$ cat config.mk
export PLATFORM = sky130hd
export DESIGN_NAME = fifo_ndepth
export DESIGN_NICKNAME = d
export VERILOG_FILES = /design/src/rtl/fifo_ndepth.sv
export SDC_FILE = /design/constraint.sdc
export NUM_CORES = 1
export LEC_CHECK = 0
export BUFFER_PORTS_ARGS = -buffer_cell sky130_fd_sc_hd__buf_2
export CORE_MARGIN = 3
export CORE_UTILIZATION = 59
export CTS_CLUSTER_DIAMETER = 50
export DETAILED_ROUTE_END_ITERATION = 16
export GPL_ROUTABILITY_DRIVEN = 0
export PLACE_DENSITY = 0.85
export SLEW_MARGIN = 25
export SYNTH_ARGS = -nofsm -noshare
export SYNTH_HDL_FRONTEND = slang
export SYNTH_SLANG_ARGS = --single-unit
$ cat constraint.sdc
create_clock -name clk -period 5.01 [get_ports clk]
set_clock_uncertainty 0.1 [all_clocks]
set_input_delay 0.2505 -clock clk [delete_from_list [all_inputs] [get_ports clk]]
set_output_delay 0.2505 -clock clk [all_outputs]
set_load 0.01 [all_outputs]
$ cat src/rtl/fifo_ndepth.sv
// Parametrised N-entry show-ahead FIFO with level count and almost-full flag.
// Define FIFO_ND_ERRCHK_EN to add sticky ovf/udf error flags with err_clr.
module fifo_ndepth #(
  parameter int dw    = 8,
  parameter int depth = 4,
  parameter int aw    = 2,
  parameter int af_th = 3
) (
  input  logic          clk,
  input  logic          clr,
  input  logic          we,
  input  logic [dw-1:0] dati,
  output logic          full,
  output logic          almost_full,
  output logic [dw-1:0] dato,
  output logic          empty,
  input  logic          re,
`ifdef FIFO_ND_ERRCHK_EN
  output logic          ovf,
  output logic          udf,
  input  logic          err_clr,
`endif
  output logic [aw:0]   level
);

  localparam logic [aw:0]   DL   = (aw+1)'(depth);
  localparam logic [aw:0]   AF   = (aw+1)'(af_th);
  localparam logic [aw-1:0] LAST = aw'(depth - 1);

  logic [dw-1:0] mem [depth];
  logic [aw-1:0] wptr;
  logic [aw-1:0] rptr;
  logic          push;
  logic          pop;

  assign empty       = (level == '0);
  // A pop in the same cycle frees a slot, so full drops while re is high
  assign full        = (level == DL) & ~re;
  assign almost_full = (level >= AF);
  assign push        = we & ~full;
  assign pop         = re & ~empty;
  assign dato        = empty ? '0 : mem[rptr];

  always_ff @(posedge clk) begin
    if (push) mem[wptr] <= dati;
  end

  always_ff @(posedge clk or posedge clr) begin
    if (clr) begin
      wptr  <= '0;
      rptr  <= '0;
      level <= '0;
    end else begin
      if (push) wptr <= (wptr == LAST) ? '0 : wptr + 1'b1;
      if (pop)  rptr <= (rptr == LAST) ? '0 : rptr + 1'b1;
      if (push & ~pop)      level <= level + 1'b1;
      else if (pop & ~push) level <= level - 1'b1;
    end
  end

`ifdef FIFO_ND_ERRCHK_EN
  // A new error event beats a same-cycle err_clr
  always_ff @(posedge clk or posedge clr) begin
    if (clr) begin
      ovf <= 1'b0;
      udf <= 1'b0;
    end else begin
      if (we & full)   ovf <= 1'b1;
      else if (err_clr) ovf <= 1'b0;
      if (re & empty)  udf <= 1'b1;
      else if (err_clr) udf <= 1'b0;
    end
  end
`endif

endmodule
# Word-level counts from Yosys, hierarchy flattened
# Memories as Yosys holds them, arrays and structs flattened.
# Index checks and enable logic that the tools add are counted.
# totals
regBits	7
ram_bits	32
inputBits	12
word_cells	31
memories	1
# op_classes
n_addsub	4
magnitude_cmp	1
n_eq_ne	3
muxes	7
n_bitwise	10
reduce_logical	2
# mem_list
memory	depth	width	read_ports	rd_clocked_by_memory_dff	write_ports	line_no	text
mem	4	8	1	0	1	30	logic [dw-1:0] mem [depth];
# op_table
cell	count
two-way mux 8 bit	1
two-way mux 3 bit	2
bitwise AND 1 bit	5
NOT 1 bit	5
adder 2 x 1 -> 2 bit (second input constant)	2
== test 2 bit (second input constant)	2
two-way mux 2 bit	2
adder 3 x 1 -> 3 bit (second input constant)	1
== test 3 bit (second input constant)	1
>= comparator 3 x 2 -> 1 bit (second input constant)	1
logical NOT 3 bit	1
subtractor 3 x 1 -> 3 bit (second input constant)	1
two-way mux 1 bit	2
nonzero test 2 bit	1

# Depth between registers and ports, before layout
# depth
word_depth	8
mapped_depth	9
mapped_depth_nobuf	8

# Worst setup path before layout
# No wires, ideal clock.
# synth_path
path_type	register to register
start	reg level[1]
end	reg level[2]
setup_time_ns	0.079
arrival_ns	2.109
t_required_ns	4.831
path_slack_ns	2.722
stages_incl_launch_ff	9
cell_sequence	dfrtp_1 > nor3_2 > nand2b_4 > ha_1 > inv_1 > fa_1 > xor2_1 > nor2_1 > xor2_1
# synth_via
word_cells_on_any_way	16
classes_between	add/sub: 2; eq/ne: 1; mux: 2; bitwise: 9; reduce/logical: 2
# synth_rtl
element	line_no	text
start, declared	23	output logic [aw:0] level
start signal, assigned	56	if (push & ~pop) level <= level + 1'b1;
start signal, assigned	57	else if (pop & ~push) level <= level - 1'b1;
logical NOT 3 bit (*)	36	assign empty = (level == '0);
named net empty	16	output logic empty,
NOT 1 bit (*)	41	assign pop = re & ~empty;
bitwise AND 1 bit (*)	41	
NOT 1 bit	56	
bitwise AND 1 bit	56	
two-way mux 3 bit or nonzero test 2 bit (tied branches)	--	
# The timed path passes the listed nets; every way through them passes the cells marked *. The select of a mux whose other input is x is not followed.
# A chain may end at the register's enable or synchronous reset.

# Final worst setup path
# layout_path
start	reg level[1]
end	reg level[2]
# layout_via
elab_chain_len	7
word_cells_on_any_way	16
classes_between	add/sub: 2; eq/ne: 1; mux: 2; bitwise: 9; reduce/logical: 2
# layout_rtl
element	line_no	text
== test 3 bit	38	assign full = (level == DL) & ~re;
bitwise AND 1 bit	38	
NOT 1 bit	40	assign push = we & ~full;
bitwise AND 1 bit	40	
NOT 1 bit	57	
bitwise AND 1 bit	57	
nonzero test 2 bit (no line)	--	
# Several ways; a longest one is shown, not always the timed one. The select of a mux whose other input is x is not followed.

==> impl_metrics.json <==
{
  "crit_buf_inv": 1,
  "ir_drop_uv": 413.0,
  "area_growth_pct": 14.89,
  "startpoint": "level[1]$_DFFE_PP0P_",
  "max_freq_mhz": 402.1,
  "dr_wl_met3_um": 159,
  "cts_tree": "built",
  "ys_ff_latch": 39,
  "drive_gt1_frac": 0.4754,
  "syn-num-nets": 108,
  "vias": 834,
  "die_w_um": 59.77,
  "avgSynthCellArea_um2": 19.16,
  "top_layer_used": "met4",
  "initial_utilization": 0.6528,
  "numCtsBuffers": 5,
  "cpPeakStageDelay_ns": 0.53,
  "cp_slowest_cell": "nor3_2",
  "start_kind": "register",
  "drv_slew": 0,
  "grt_pass1_vias": 853,
  "io_buffers": 25,
  "clkTransAtPathRegs_ns": 0.11,
  "routed_wl_um": 2632,
  "grt_use_total": 0.1715,
  "critPathKind": "reg2reg",
  "placement_rows": 18,
  "cp-end-kind": "register",
  "synth_ff_type": "edfxtp_1",
  "cp.required_ns": 5.18,
  "hp-start": "dati[7]",
  "overflow": 0,
  "fin_crit_ns": 2.487,
  "cpMostUsedCell": "xor2_1",
  "synth_top_cell_area_share": 0.5635,
  "synth-edff-count": 32,
  "viasPerCell": 5.487,
  "cts_root_buffer": "clkbuf_4",
  "cts.sinks": 39,
  "ys_seq_area_frac": 0.6662,
  "rsz0062_at_grt": "false",
  "post_cts_resize_count": 0,
  "grt_first_pass_wirelength_um": 4195,
  "arrival_ns": 2.66,
  "fin_ws_ns": 2.523,
  "dieHeight_um": 59.77,
  "drt-initial-drc-count": 28,
  "hold_viol_final": 0,
  "syn_area_mm2": 0.001705,
  "firstDrtPassIters": 4,
  "synth_warnings": 0,
  "wl_per_cell_um": 17.32,
  "synth_most_common_cell": "edfxtp_1",
  "synth_common_cells": "32 x edfxtp_1, 8 x and2b_2, 8 x mux4_2",
  "crit_family": "simple AND/OR/NAND/NOR gates",
  "design.die.area_mm2": 0.003572,
  "pre_cts_ws_ns": 2.555,
  "path_cells": "nor3_2, nand2b_4, ha_1, inv_1, fa_1, xor2_1, nor2_1, xor2_1",
  "period_share": 0.4964,
  "yosys-top-cells-area": "edfxtp_1 56%, mux4_2 11%, dfrtp_1 10%",
  "hold_class": "in2reg",
  "antenna_cells": 0,
  "nets": 140,
  "p_leak_uw": 0.0007705,
  "wl_met1_um": 1033,
  "yosysTopAreaCell": "edfxtp_1",
  "clk-insertion-delay-late_ns": 0.34,
  "ios": 26,
  "ant_nets": 0,
  "tns_ns": 0,
  "setup-violations-final": 0,
  "ys_async_sr_fraction": 0.1795,
  "crit_path_max_fanout": 10,
  "max_slew_margin": 0.6185,
  "grt_max_degree": 14,
  "antenna_found_initial": 0,
  "core_mm2": 0.002613,
  "reg2reg_from": "level[1]$_DFFE_PP0P_",
  "postSynthCellCount": 89,
  "outcome": "finished, final reports clean",
  "route.met2.wl_um": 1411,
  "drv_cap": 0,
  "power_density_mw_per_mm2": 583.5,
  "htreeDepth": 2,
  "cts_buffer_depth": 2,
  "tightest_slew_ns": 0.5723,
  "synth_cell_types": 21,
  "drc": 0
}
-- what timing repair did --
item | 4_1_cts | 5_1_grt
hold buffers | 1 | 2
buffers inserted | 0 | 0
endpoints found under the hold margin | 7 | 8
endpoints found under the setup margin | 0 | 0
-- per-stage QoR --
stage	hold slack, ns	instances	area [µm²]	utilization	total power, µW
global route	0.0009227	152	1959	0.7500	1223
global placement	0.09276	141	1848	0.7074	937.8
detailed placement	0.1143	141	1848	0.7074	956.9
CTS	0.002336	150	1939	0.7423	1161
floorplan	-0.04610	89	1705	-	820.0
finish	0.02365	152	1959	0.7500	1143
-- layer usage --
metal | GRT usage | up-vias
met1 | 0.2201 | 414
li1 | - | 396
met3 | 0.06911 | 3
met5 | 0 | -
met2 | 0.2716 | 21
met4 | 0.04747 | 0
-- cell type report --
| class | count | area, µm² |
|---|---|---|
| Clock buffer | 5 | 37.54 |
| Clock inverter | 3 | 43.79 |
| Fill cell | 172 | 653.1 |
| Inverter | 4 | 15.01 |
| Multi-Input combinational cell | 43 | 534.3 |
| Sequential cell | 39 | 1136 |
| Tap cell | 30 | 37.54 |
| Timing Repair Buffer | 28 | 155.1 |
-- power breakdown --
part / switching, µW / internal, µW
logic: 176 / 241
registers: 84.6 / 437
clock network: 99.2 / 105
total: 360 / 783
-- cells in the final DEF (no fill, tap or decap), drive strengths merged, types with 2 or more instances in the layout --
master,instances
mux2,5
clkinv,2
xor2,2
dlygate4sd3,3
and2,4
and2b,8
clkbuf,5
mux4,8
ha,6
nor2,3
edfxtp,32
buf,25
inv,4
dfrtp,7
-- registers in the layout, indices dropped and copies added (netlist names) --
| signal | cells |
|---|---|
| mem | 32 |
| wptr | 2 |
| level | 3 |
| rptr | 2 |
-- worst paths after layout --
check | to | slack [ns] | depth (start not counted)
max | level[2]$_DFFE_PP0P_ | 2.52 | 8
min | mem[2][7]$_DFFE_PP_ | 0.02 | 1
max reg2reg | level[2]$_DFFE_PP0P_ | 2.52 | 8
min reg2reg | level[2]$_DFFE_PP0P_ | 0.48 | 1
max in group asynchronous | wptr[1]$_DFFE_PP0P_ | 4.28 | 3
min in group asynchronous | level[0]$_DFFE_PP0P_ | 0.28 | 3
-- kinds of logic after synthesis --
| logic type | share of synthesized area |
|---|---|
| compound gates | 0.005137 |
| xor+xnor | 0.01541 |
| fa+ha+maj | 0.05576 |
| buf+inv | 0.02053 |
| flops | 0.6662 |
| mux | 0.1431 |
| simple gates | 0.09391 |
Power figures use the tool's default switching activity.
